===== src/rtl/seq_multiplier.sv =====
// Iterative shift-and-add unsigned multiplier returning the low WIDTH bits of A*B.
// One add per cycle through a ripple-carry adder; start/busy/done handshake.
//
// state | meaning
// IDLE  | waiting for start; result/overflow hold the last product
// RUN   | one shift-and-add iteration per cycle, WIDTH iterations
// DONE  | one-cycle done pulse, result/overflow valid

module adder #(
   parameter int WIDTH = 64
) (
   input  logic [WIDTH-1:0] a,
   input  logic [WIDTH-1:0] b,
   output logic [WIDTH-1:0] sum,
   output logic             carryOut,
   output logic             overflow
);
   logic [WIDTH:0] c;

   assign c[0] = 1'b0;

   for (genvar i = 0; i < WIDTH; i++) begin : g_bit
      assign sum[i]   = a[i] ^ b[i] ^ c[i];
      assign c[i+1]   = (a[i] & b[i]) | (c[i] & (a[i] ^ b[i]));
   end

   assign carryOut = c[WIDTH];
   assign overflow = c[WIDTH] ^ c[WIDTH-1];
endmodule

module seq_multiplier #(
   parameter int WIDTH = 64
) (
   input  logic             clk,
   input  logic             reset,
   input  logic             start,
   input  logic [WIDTH-1:0] multiplicand,
   input  logic [WIDTH-1:0] multiplier,
   output logic             busy,
   output logic             done,
   output logic [WIDTH-1:0] result,
   output logic             overflow
);
   if (WIDTH < 2) begin : g_width_check
      $error("seq_multiplier: WIDTH must be >= 2");
   end

   localparam int CW = $clog2(WIDTH) + 1;
   localparam logic [CW-1:0] LAST = CW'(WIDTH - 1);

   typedef enum logic [1:0] {IDLE, RUN, DONE} state_t;

   state_t           state, state_nxt;
   logic [WIDTH-1:0] acc, m, q;
   logic [CW-1:0]    count;
   logic             mlost, ovf;
   logic [WIDTH-1:0] sum;
   logic             carry;
   logic             last_iter;

   adder #(.WIDTH(WIDTH)) u_adder (
      .a        (acc),
      .b        (m),
      .sum      (sum),
      .carryOut (carry),
      .overflow ()
   );

   assign last_iter = (count == LAST);

   always_ff @(posedge clk) begin
      if (reset) state <= IDLE;
      else       state <= state_nxt;
   end

   always_comb begin
      state_nxt = state;
      case (state)
         IDLE:    if (start)     state_nxt = RUN;
         RUN:     if (last_iter) state_nxt = DONE;
         DONE:                   state_nxt = IDLE;
         default:                state_nxt = IDLE;
      endcase
   end

   always_comb begin
      busy = (state != IDLE);
      done = (state == DONE);
   end

   // A set mlost means a bit of M has already been shifted out, so any later add overflows.
   always_ff @(posedge clk) begin
      if (reset) begin
         acc      <= '0;
         m        <= '0;
         q        <= '0;
         count    <= '0;
         mlost    <= 1'b0;
         ovf      <= 1'b0;
         result   <= '0;
         overflow <= 1'b0;
      end else begin
         case (state)
            IDLE: begin
               if (start) begin
                  m     <= multiplicand;
                  q     <= multiplier;
                  acc   <= '0;
                  count <= '0;
                  mlost <= 1'b0;
                  ovf   <= 1'b0;
               end
            end
            RUN: begin
               if (q[0]) begin
                  acc <= sum;
                  if (carry || mlost) ovf <= 1'b1;
               end
               if (m[WIDTH-1]) mlost <= 1'b1;
               m     <= m << 1;
               q     <= q >> 1;
               count <= count + 1'b1;
               if (last_iter) begin
                  result   <= q[0] ? sum : acc;
                  overflow <= ovf | (q[0] & (carry | mlost));
               end
            end
            default: ;
         endcase
      end
   end
endmodule

===== config.mk =====
export PLATFORM = sky130hd
export DESIGN_NAME = seq_multiplier
export DESIGN_NICKNAME = d
export VERILOG_FILES = /design/src/rtl/seq_multiplier.sv
export SDC_FILE = /design/constraint.sdc
export NUM_CORES = 1
export LEC_CHECK = 0
export ABC_AREA = 1
export CAP_MARGIN = 40
export CORE_UTILIZATION = 35
export DETAILED_ROUTE_END_ITERATION = 10
export GPL_TIMING_DRIVEN = 0
export PLACE_DENSITY = 0.61
export SKIP_LAST_GASP = 1
export SLEW_MARGIN = 15
export SYNTH_ARGS = -nofsm -noshare
export SYNTH_HDL_FRONTEND = slang
export SYNTH_SLANG_ARGS = --single-unit

===== constraint.sdc =====
create_clock -name clk -period 25.2 [get_ports clk]
set_clock_uncertainty 0.05 [all_clocks]
set_input_delay 5.04 -clock clk [delete_from_list [all_inputs] [get_ports clk]]
set_output_delay 5.04 -clock clk [all_outputs]
set_load 0.01 [all_outputs]

==> impl_results.md <==
* CP delay by family, top: adder cells
* Final hold vios at 0
* Mux contribution to synthesized area at 0%
* Main combinational cell family by area after synthesis: simple AND/OR/NAND/NOR gates
* DR WL/cell at 14.9 um
* Unique masters post-synth at 22
* Core Footprint at between 30,000 and 40,000 um^2
* Share of the synthesized area in the top cell type at 40.1%
* Post-cts resize count at 9
* Synth area leaders: dfxtp_1, nand2_1, fa_1
* #FFs+latches synth at 268
* DP HPWL at slightly above 30 mm
* Util after Layout at between 40 and 50%
* Overall power consumption at 1000 uW
* Seq/Total Area, Yosys at 40.1%
* Final setup vio count at 0
* LEAKAGE at 0.00696 uW
* Clock Latency Late Sink at 0.58 ns
* Net count, final at between 2k and 2.5k
* Final non-filler cell total at ~2.7k
* Final Wtd Congestion at approximately 0.87
* Final Cycle Share at 97.7%
* Total gr overflow at 0
* Pwr Density at approximately 59 nW/um^2
* Via count at ~13k
* Max incr delay on CP at around 0.41 ns
* Mapped Nets at 2,165
* Slew Viols, Final at 0
* Setup bufs post-CTS at 0
* Hold WC Path Type: reg2reg
* P&R area growth vs syn at 27.3%
* Max-cap violations at 0
* Mapped Cells at about 2k
* PortBufs at 197
* Pre-CTS WS at -0.465 ns
* Maximum operating frequency at 0.0406 GHz
* CTS H-tree depth at 1
* CTS Buf Count at 30
* Die Wd at about 200 um
* Critical Path AT at between 20 and 30 ns
* Hold slack final at 0.415 ns
* Ant diodes at 0
* Mapped cell area at about 13,000 um^2
* Vias per cell at roughly 4.7
* Row cnt at a little over 70
* Complex-gate fraction of the synthesized area at 5.14%
* Die Ht at slightly below 200 um
* Placed Instances at roughly 2.7k
* Simple-Gate Fraction of Synth Area at around a third
* CP Launch Type: flip-flop
* Post-synthesis adder-cell area fraction at 9.61%
* Tot GR Track Use at a little over a fifth
* Initial core utilization at ~36%
* DR DRC count at 0
* Commonest non-fill, non-tap cell in the layout: nand2_1
* Fillers at between 3k and 4k
* Final ANT Viol Nets at 0
* Detailed Route WL at 40.8 mm
* Root buffer cell: clkbuf_16
* R2r setup slk at between 0.5 and 0.6 ns
* Crit path kind: reg2reg
* Worst path slowest cell: fa_1
* Num ports at approximately 200
* # hold bufs at CTS at 0
* Slew Limit Headroom at slightly above 50%
* Die outline area at between 30,000 and 40,000 um^2
* Vias in the first global route at 12.3k
* Data required, critical path at around 26 ns
* Largest net degree at the start of global routing at 16
* Post-layout min period at about 25 ns
* Slew @ Worst Pin at roughly 0.72 ns
* Area leader, netlist: dfxtp_1
* CTS Buffer Depth at 3
* Worst setup margin at 0.592 ns
* First-pass GRT wire length at between 60 and 70 mm
* Initial antenna violation count at 1
* Critical Path End Type: flip-flop
* Drt pass-1 iters at 6
* Drt initial violations at about 820
* Max VDD drop at between 0.05 and 0.06 mV
* Layout cells sized above 1 at 5.67%
* Synth warnings at 0
* XOR/XNOR Fraction of Synth Area at 0%
* Most frequent cells in the layout: nand2_1, dfxtp_1, nor2_1
* Worst path buffer plus inverter count at 2
* Critical path peak fanout at 3
* Clock slew at reported path FFs at about 0.07 ns
* Total clock sinks at about 270
* CTS tree: yes
* Synth Area per Inst at 6.79 um^2
* Status: completed
* Crit path top cell by count: fa_1
## sequential cells by signal (all words and copies together) (netlist names)
name / count
m: 64
acc: 64
mlost: 1
result: 64
q: 64
state: 2
overflow: 1
count: 7
ovf: 1
## tightest hold or removal path, delay by kind of cell, from the launching register on
kind,cells,cell delay (ns)
DFF,1,0.31
and+or+nand+nor,2,0.12
## cells in the mapped netlist
cell,n
nand3_2,1
clkbuf_1,55
a21oi_1,73
buf_1,22
o21ai_0,63
nor3b_1,1
nand4_1,1
o21bai_1,1
nor3_1,1
inv_2,1
inv_1,219
fa_1,63
or2_2,1
buf_2,37
buf_4,9
nand2_1,667
buf_6,2
nand3_1,239
nor2_1,242
ha_1,2
nand2_2,1
dfxtp_1,268
## layer usage
layer	GRT usage [%]	vias to the layer above	part of all wire [%]
li1	-	6477	-
met1	26.2	5818	43
met2	35.7	396	47
met3	4.87	63	8.2
met4	5.31	0	2.3
met5	0	-	0
## cells by family after synthesis
logic type	Yosys count
simple gates	1154
compound gates	137
flops	268
fa+ha+maj	65
buf+inv	345
## cell type report
| type | instances | area [um^2] | share of cell area [%] |
|---|---|---|---|
| flip-flops and latches | 268 | 5370 | 31.5 |
| clock inverters | 11 | 96.3 | 0.566 |
| inverters | 220 | 826 | 4.85 |
| clock buffers | 44 | 873 | 5.13 |
| repair buffers | 198 | 1980 | 11.6 |
| well taps | 511 | 639 | 3.75 |
| multi-input cells | 1356 | 6680 | 39.2 |
| plain buffers | 125 | 564 | 3.31 |
## through the flow
step           area [um^2]   TNS, ns
2_1_floorplan        13400         0
3_3_place_gp         16000    -0.764
3_5_place_dp         16000     -2.11
4_1_cts              17000         0
5_1_grt              17000  -0.00592
6_report             17000         0
## path summary, 6_finish.rpt
check / startpoint / endpoint / cells past startpoint
hold / removal: result[54] / result[54] / 2
setup / recovery: m[0] / acc[63] / 70
hold reg to reg: result[54] / result[54] / 2
setup reg to reg: m[0] / acc[63] / 70
## where the power goes
| group | total [uW] | internal (uW) | switching (uW) | leakage, uW |
|---|---|---|---|---|
| clock network | 435 | 249 | 186 | 0.000477 |
| logic | 121 | 44.5 | 76.1 | 0.00430 |
| registers | 447 | 438 | 8.95 | 0.00218 |
| total | 1000 | 732 | 271 | 0.00696 |
(Power assumes the default switching activity.)
